## src/rtl/rc522_reqa_seq.sv

```systemverilog
`default_nettype none
// ============================================================================
// Module   : rc522_reqa_seq
// Purpose  : Runs one ISO14443A REQA exchange on the RC522 register-access
//            interface per start pulse. It issues the fixed write/poll/read
//            sequence, evaluates IRQ, error and FIFO status, and returns the
//            ATQA together with a status code.
// Ports    : clk, rst (sync active-high)
//            start -> seq_busy, done, status[2:0], atqa[15:0], card_present
//            req_read, req_write, addr[7:0], wr_data[7:0] -> register i/f
//            rd_data[7:0], data_valid, busy <- register i/f
// Status   : 0 OK, 1 NO_CARD, 2 POLL_TIMEOUT, 3 PROTO_ERR, 4 LEN_ERR,
//            5 BUS_TIMEOUT
// Revision : 1.0 - initial release
// ============================================================================
module rc522_reqa_seq #(
  parameter int POLL_MAX    = 64,
  parameter int TXN_TIMEOUT = 4096
) (
  input  logic        clk,
  input  logic        rst,
  input  logic        start,
  output logic        seq_busy,
  output logic        done,
  output logic [2:0]  status,
  output logic [15:0] atqa,
  output logic        card_present,
  output logic        req_read,
  output logic        req_write,
  output logic [7:0]  addr,
  output logic [7:0]  wr_data,
  input  logic [7:0]  rd_data,
  input  logic        data_valid,
  input  logic        busy
);

  localparam int WDW = $clog2(TXN_TIMEOUT + 1);

  localparam logic [2:0] c_st_ok       = 3'd0;
  localparam logic [2:0] c_st_no_card  = 3'd1;
  localparam logic [2:0] c_st_poll_to  = 3'd2;
  localparam logic [2:0] c_st_proto    = 3'd3;
  localparam logic [2:0] c_st_len      = 3'd4;
  localparam logic [2:0] c_st_bus_to   = 3'd5;

  typedef enum logic [2:0] {
    S_IDLE      = 3'd0,
    S_ISSUE     = 3'd1,
    S_WAIT_RISE = 3'd2,
    S_WAIT_FALL = 3'd3,
    S_EVAL      = 3'd4,
    S_FINISH    = 3'd5
  } state_t;

  state_t           r_state;
  logic [3:0]       r_step;
  logic             r_cleanup;     // current transaction is the cleanup write
  logic [7:0]       r_poll_cnt;
  logic [WDW-1:0]   r_wdog;
  logic [7:0]       r_rd;
  logic [7:0]       r_atqa_lo;
  logic [7:0]       r_atqa_hi;
  logic [2:0]       r_status_pend; // result reported at the next FINISH

  logic             w_rd;
  logic [7:0]       w_addr;
  logic [7:0]       w_data;
  logic [7:0]       w_poll_next;
  logic             w_wdog_trip;

  // Transaction table: the cleanup write overrides the step table.
  always_comb begin
    w_rd   = 1'b0;
    w_addr = 8'h00;
    w_data = 8'h00;
    if (r_cleanup) begin
      w_addr = 8'h0D;
      w_data = 8'h00;
    end else begin
      case (r_step)
        4'd0:    begin w_addr = 8'h01; w_data = 8'h00; end
        4'd1:    begin w_addr = 8'h04; w_data = 8'h7F; end
        4'd2:    begin w_addr = 8'h0A; w_data = 8'h80; end
        4'd3:    begin w_addr = 8'h0D; w_data = 8'h07; end
        4'd4:    begin w_addr = 8'h09; w_data = 8'h26; end
        4'd5:    begin w_addr = 8'h01; w_data = 8'h0C; end
        4'd6:    begin w_addr = 8'h0D; w_data = 8'h87; end
        4'd7:    begin w_rd = 1'b1; w_addr = 8'h04; end
        4'd8:    begin w_rd = 1'b1; w_addr = 8'h06; end
        4'd9:    begin w_rd = 1'b1; w_addr = 8'h0A; end
        4'd10:   begin w_rd = 1'b1; w_addr = 8'h09; end
        4'd11:   begin w_rd = 1'b1; w_addr = 8'h09; end
        default: begin w_rd = 1'b0; w_addr = 8'h00; end
      endcase
    end
  end

  assign w_poll_next = r_poll_cnt + 8'd1;
  assign w_wdog_trip = (r_wdog == WDW'(TXN_TIMEOUT - 1));

  always_ff @(posedge clk) begin
    if (rst) begin
      r_state       <= S_IDLE;
      r_step        <= 4'd0;
      r_cleanup     <= 1'b0;
      r_poll_cnt    <= 8'd0;
      r_wdog        <= '0;
      r_rd          <= 8'd0;
      r_atqa_lo     <= 8'd0;
      r_atqa_hi     <= 8'd0;
      r_status_pend <= c_st_ok;
      seq_busy      <= 1'b0;
      done          <= 1'b0;
      status        <= 3'd0;
      atqa          <= 16'd0;
      card_present  <= 1'b0;
      req_read      <= 1'b0;
      req_write     <= 1'b0;
      addr          <= 8'd0;
      wr_data       <= 8'd0;
    end else begin
      // Strobes default low so each is a single-cycle pulse.
      req_read  <= 1'b0;
      req_write <= 1'b0;
      done      <= 1'b0;

      case (r_state)
        S_IDLE: begin
          if (start) begin
            seq_busy      <= 1'b1;
            r_step        <= 4'd0;
            r_poll_cnt    <= 8'd0;
            r_cleanup     <= 1'b0;
            r_status_pend <= c_st_ok;
            r_atqa_lo     <= 8'd0;
            r_atqa_hi     <= 8'd0;
            r_state       <= S_ISSUE;
          end
        end

        S_ISSUE: begin
          // A busy interface holds the request back until it is free.
          if (!busy) begin
            addr      <= w_addr;
            wr_data   <= w_data;
            req_read  <= w_rd;
            req_write <= ~w_rd;
            r_wdog    <= '0;
            r_state   <= S_WAIT_RISE;
          end
        end

        S_WAIT_RISE: begin
          if (w_wdog_trip) begin
            r_status_pend <= c_st_bus_to;
            r_state       <= S_FINISH;
          end else begin
            r_wdog <= r_wdog + 1'b1;
            if (busy) r_state <= S_WAIT_FALL;
          end
        end

        S_WAIT_FALL: begin
          if (w_rd && data_valid) r_rd <= rd_data;
          if (w_wdog_trip) begin
            r_status_pend <= c_st_bus_to;
            r_state       <= S_FINISH;
          end else begin
            r_wdog <= r_wdog + 1'b1;
            if (!busy) r_state <= S_EVAL;
          end
        end

        S_EVAL: begin
          if (r_cleanup) begin
            r_state <= S_FINISH;
          end else begin
            r_state <= S_ISSUE;
            case (r_step)
              4'd7: begin
                r_poll_cnt <= w_poll_next;
                if (r_rd[5]) begin
                  r_step <= 4'd8;
                end else if (r_rd[0]) begin
                  r_status_pend <= c_st_no_card;
                  r_cleanup     <= 1'b1;
                end else if (w_poll_next == 8'(POLL_MAX)) begin
                  r_status_pend <= c_st_poll_to;
                  r_cleanup     <= 1'b1;
                end
              end
              4'd8: begin
                if ((r_rd & 8'h13) != 8'h00) begin
                  r_status_pend <= c_st_proto;
                  r_cleanup     <= 1'b1;
                end else begin
                  r_step <= 4'd9;
                end
              end
              4'd9: begin
                if (r_rd != 8'h02) begin
                  r_status_pend <= c_st_len;
                  r_cleanup     <= 1'b1;
                end else begin
                  r_step <= 4'd10;
                end
              end
              4'd10: begin
                r_atqa_lo <= r_rd;
                r_step    <= 4'd11;
              end
              4'd11: begin
                r_atqa_hi     <= r_rd;
                r_status_pend <= c_st_ok;
                r_cleanup     <= 1'b1;
              end
              default: begin
                // Steps 0..6 are plain writes with nothing to evaluate.
                r_step <= r_step + 4'd1;
              end
            endcase
          end
        end

        S_FINISH: begin
          done         <= 1'b1;
          seq_busy     <= 1'b0;
          status       <= r_status_pend;
          card_present <= (r_status_pend == c_st_ok);
          atqa         <= (r_status_pend == c_st_ok) ? {r_atqa_hi, r_atqa_lo} : 16'd0;
          r_state      <= S_IDLE;
        end

        default: r_state <= S_IDLE;
      endcase
    end
  end

endmodule
`default_nettype wire

```

## config.mk

```make
export PLATFORM = sky130hd
export DESIGN_NAME = rc522_reqa_seq
export DESIGN_NICKNAME = d
export VERILOG_FILES = /design/src/rtl/rc522_reqa_seq.sv
export SDC_FILE = /design/constraint.sdc
export NUM_CORES = 1
export LEC_CHECK = 0
export BUFFER_PORTS_ARGS = -buffer_cell sky130_fd_sc_hd__buf_2
export CELL_PAD_IN_SITES_DETAIL_PLACEMENT = 1
export CELL_PAD_IN_SITES_GLOBAL_PLACEMENT = 1
export CORE_ASPECT_RATIO = 0.75
export CORE_UTILIZATION = 35
export CTS_CLUSTER_SIZE = 10
export DETAILED_ROUTE_END_ITERATION = 7
export GPL_ROUTABILITY_DRIVEN = 0
export GPL_TIMING_DRIVEN = 0
export HOLD_SLACK_MARGIN = 0.05
export PLACE_DENSITY = 0.64
export SYNTH_ARGS = -nofsm -noshare
export SYNTH_HDL_FRONTEND = slang
export SYNTH_SLANG_ARGS = --single-unit
```

## constraint.sdc

```tcl
create_clock -name clk -period 2.3 [get_ports clk]
set_input_delay 0.115 -clock clk [delete_from_list [all_inputs] [get_ports clk]]
set_output_delay 0.115 -clock clk [all_outputs]
set_load 0.02 [all_outputs]
```

Word level (Yosys, flattened, before mapping) --
Index checks and enable logic that the tools add are counted.
Storage, ports and cells: register bits after elaboration 96, input bits 13, output and inout port bits 40, logic and storage cells 147
Cells by class: add/subtract/negate cells 3, equality and inequality tests 38, multiplexer cells 57, bitwise gates (word level) 3, reduce and logical (&&, ||, !) cells 28
Operator list (count):
- 8-bit two-way mux | 8
- 8-bit one-hot mux with 2 select lines | 3
- 8-bit one-hot mux with 6 select lines | 1
- 3-bit two-way mux | 15
- 13-bit two-way mux | 2
- 13-bit one-hot mux with 2 select lines | 1
- 4-bit two-way mux | 6
- 3-bit inequality test, second input constant | 8
- 4-bit one-hot mux with 6 select lines | 1
- 4-bit one-hot mux with 5 select lines | 1
- 4-bit by 3-bit == test with 1-bit output, second input constant | 4
- 4-bit == test, second input constant | 4
- 16-bit two-way mux | 1
- 4-bit AND reduction | 4
- 3-bit one-hot mux with 5 select lines | 1
- 13-bit by 1-bit adder with 13-bit output, second input constant | 1
- 13-bit by 12-bit == test with 1-bit output, second input constant | 1
- 3-bit one-hot mux with 4 select lines | 1
- 1-bit two-way mux | 11
- 2-bit inequality test, second input constant | 5
- 2-bit OR reduction | 5
- 3-bit one-hot mux with 3 select lines | 1
- 9-bit AND reduction | 1
- 8-bit by 1-bit adder with 8-bit output, second input constant | 1
- 26 further kinds | 42

Logic depth before layout (Yosys ltp) --
depth in word-level cells 8, mapped depth 10

Worst setup path after synthesis --
OpenSTA, ideal clock, no wires.
path kind reg-to-reg, from register r_step[0], to register r_rd[0], data arrival time 1.741 ns, setup slack 0.431 ns, cell stages (with the launch flop) 10, buffers on the path 2, period minus slack after synthesis 1.869 ns, cell sequence dfxtp_1 -> ha_1 -> buf_4 -> nor2_1 -> a21o_1 -> a21oi_2 -> and4_1 -> buf_4 -> mux2i_1 -> nor2_1
Between the ends: longest elaborated chain between the ends 6, elaborated cells on any way between the ends 10, classes of those cells eq/ne: 5; mux: 2; reduce/logical: 3
Ends and longest elaborated chain:
- start, declared | RTL line 56 | logic [3:0] r_step;
- start signal, assigned | RTL line 219 | r_step <= r_step + 4'd1;
- 4-bit == test or 4-bit by 3-bit == test with 1-bit output (tied branches) | RTL line 80 | case (r_step)
- 5-bit OR reduction (no source line) *
- 1-bit two-way mux * | RTL line 80
- 1-bit two-way mux * | RTL line 76 | if (r_cleanup) begin
- 1-bit logical AND * | RTL line 164 | if (w_rd && data_valid) r_rd <= rd_data;
- 2-bit AND reduction (no source line) *
- end signal, assigned | RTL line 164
- end, declared | RTL line 60 | logic [7:0] r_rd;
Mark *: on every way between the ends. The rest lies on a longest branch, timed or not. A chain may end at the register's enable or synchronous reset.

Worst setup path after layout --
from register r_step[0], to register r_rd[2]
Same word-level chain as after synthesis.

==> impl_metrics.json <==
{
  "drt-vias-per-instance": 5.238,
  "grt_pass1_wl_mm": 19.68,
  "status": "finished, final reports clean",
  "r2r-start": "r_step[0]",
  "p_comb_share_pct": 8.6,
  "globalRouteTotalUtil_pct": 20.14,
  "fmax_mhz": 471.7,
  "crit_arrival_ps": 2340,
  "fin_nets": 580,
  "hold-path-endpoint": "r_wdog[12]",
  "mostFrequentLayoutCell": "nor2_1",
  "die_h_um": 97.49,
  "start_util_pct": 36.37,
  "wl_per_cell_um": 16.18,
  "hold_viol_final": 0,
  "rsz0062_at_grt": "no",
  "dpl.hpwl_mm": 8.685,
  "pin_count": 53,
  "worst_clock_skew_ps": 9.213,
  "netlist_area_sq_um": 4255,
  "syn_inst": 491,
  "tns_ps": 0,
  "rows": 34,
  "cp-end-kind": "register",
  "final_antenna_net_count": 0,
  "grt_pass1_vias": 3708,
  "async_reset_ff_share_pct": 0,
  "htree_levels": 3,
  "area_growth_pct": 19.67,
  "drt-total-wl_mm": 11.78,
  "diodes": 0,
  "vias": 3813,
  "yosys_warnings": 0,
  "cts_tree": "yes",
  "drive_gt1_share_pct": 18.90,
  "port_buffers": 48,
  "drv_cap": 0,
  "min_path_cells": 3,
  "antenna_found_initial": 0,
  "ys_ff_latch": 91,
  "cts-buffers-inserted": 9,
  "drtIter0Drc": 190,
  "cts_max_path_buffers": 2,
  "power.internal_uw": 2450,
  "critical_path_class": "register to register",
  "reg2reg_setup_slack_ps": 180,
  "final_cell_mix": "nor2_1 (98), dfxtp_1 (89), buf_2 (55)",
  "ys.flop_type": "dfxtp_1",
  "netlist_top_cells_area": "dfxtp_1 (43%), nor2_1 (8.6%), mux2i_1 (7.5%), a21oi_1 (3.8%), a22oi_1 (3.0%)",
  "relSlewSlack_pct": 54.42,
  "p_seq_share_pct": 47.8,
  "vdd_ir_drop_max_mv": 0.3497,
  "die_w_um": 129.3,
  "r2r_cells": 9,
  "leakage_uw": 0.002083,
  "coreArea_sq_um": 11700,
  "period_share_pct": 92.17,
  "clock_latency_ps": 350,
  "grt-ovfl-total": 0,
  "crit_fanout": 10,
  "switching_power_uw": 893.9,
  "gr-usage-met2_pct": 30.40,
  "grt_max_degree": 19,
  "top_usage_layer": "met2",
  "finalMaxSlewViolations": 0,
  "drt-pass1-iter-count": 4,
  "dieArea_sq_um": 12610,
  "worstMarginPinSlew_ps": 683.7,
  "post_cts_buffers": 0,
  "post-route-min-period_ps": 2120,
  "reg2reg_to": "r_rd[2]",
  "synth_top_area_cell": "dfxtp_1",
  "yosysTopAreaCellShare_pct": 42.81,
  "use_met3_pct": 3.689,
  "ctsRootBufferMaster": "clkbuf_16",
  "drc_errors": 0,
  "hp-start": "rst",
  "cts.reportedPaths.clkPinSlew_ps": 70,
  "crit_required_ps": 2520,
  "cp-start-kind": "register",
  "yosysSeqAreaShare_pct": 42.81,
  "synth_edf_count": 0,
  "hold_slack_ps": 90.42,
  "hp-class": "primary input to register",
  "setup_violations": 0,
  "clockPowerShare_pct": 43.6,
  "switching_share_pct": 26.74,
  "powerDensity_nw_per_um2": 656.6,
  "clock-sinks": 91,
  "ys_types": 63,
  "met1_usage_pct": 29.09,
  "avgSynthCellArea_sq_um": 8.667
}
[sequential cells by signal (all words and copies together) (netlist names), 3 cells and up]
signal         cells
r_atqa_hi          8
r_rd               8
r_atqa_lo          8
r_poll_cnt         8
atqa              16
addr               4
r_status_pend      3
status             3
wr_data            7
r_wdog            13
r_state            3
r_step             4
[per-stage QoR]
stage / area (sq um) / utilization, % / total power, uW / worst slack [ps] / instances
final: 5092 / 43.53 / 3343 / 180.2 / 728
after global routing: 5092 / 43.53 / 3492 / 15.64 / 728
after CTS: 5079 / 43.41 / 3386 / 58.76 / 728
after detailed placement: 4710 / 40.26 / 1910 / 91.53 / 704
after global placement: 4710 / 40.26 / 1905 / 107.0 / 704
after floorplan: 4267 / - / 1828 / 431.3 / 494
[cell type report]
class / count / area, sq um
flip-flops and latches: 91 / 1824
plain buffers: 34 / 177.7
fillers: 1400 / 6606
clock inverters: 7 / 63.81
clock buffers: 9 / 225.2
well taps: 162 / 202.7
multi-input cells: 363 / 2256
repair buffers: 56 / 320.3
inverters: 6 / 22.52
[worst max-delay path by stage]
stage,end,start
2_1_floorplan,r_rd[0],r_step[0]
3_3_place_gp,r_rd[3],r_step[0]
3_5_place_dp,r_rd[2],r_step[0]
4_1_cts,r_rd[2],r_step[0]
5_1_grt,r_rd[2],r_step[1]
6_report,r_rd[2],r_step[0]
[cells in the mapped netlist, types with 2 or more instances]
cell type,n
a21o_1,2
buf_2,7
o21ai_0,12
nor2b_1,5
nand3b_1,6
and3_1,12
nand2_1,25
ha_1,6
nand4_1,7
buf_4,10
nor3b_1,3
nor2_4,2
inv_1,4
a32oi_1,2
o21a_1,2
nor4_1,5
inv_2,2
o21bai_1,2
a22oi_1,17
nor3_1,14
a21oi_1,32
nor4b_1,2
clkbuf_1,17
nand3_1,14
and2_1,3
xor2_1,9
a211oi_1,7
nor2_1,98
mux2i_1,32
nand2b_1,8
dfxtp_1,91
nor4_4,2
[metal layers]
metal	up-vias	wire length [um]
li1	1862	-
met1	1863	5954
met2	76	5275
met3	12	423
met4	0	125
met5	-	0
[worst max-delay path, cell delays in order (launching register included)]
cell	delay (ps)
dfxtp_2	380
ha_1	230
buf_4	200
nor2_1	90
a21o_1	200
a21oi_2	200
and4_4	270
buf_6	160
mux2i_1	210
nor2_1	50
[kinds of logic (layout without fill, tap and decap cells)]
logic type / count (synthesis) / count (layout) / share of synthesized area, %
multiplexers: 34 / 34 / 8.145
AND/OR/NAND/NOR: 218 / 218 / 26.35
XOR/XNOR: 10 / 10 / 2.058
AO/OA/AOI/OAI: 91 / 91 / 14.17
buffers and inverters: 40 / 112 / 4.616
flip-flops: 91 / 91 / 42.81
other: 1 / 4 / 0.08812
adder cells (fa/ha/maj): 6 / 6 / 1.764
[power groups by stage]
stage	Combinational, uW	Clock [uW]	Sequential, uW
global placement	272	0	1630
finish	287	1460	1600
floorplan	187	0	1640
detailed placement	276	0	1630
global route	315	1580	1600
CTS	287	1500	1600
[what timing repair did]
action	in CTS	in global routing
gates resized for setup	0	6
hold endpoints to repair	8	0
hold buffers	8	0
endpoints found under the setup margin	0	8
(Power assumes the default switching activity.)
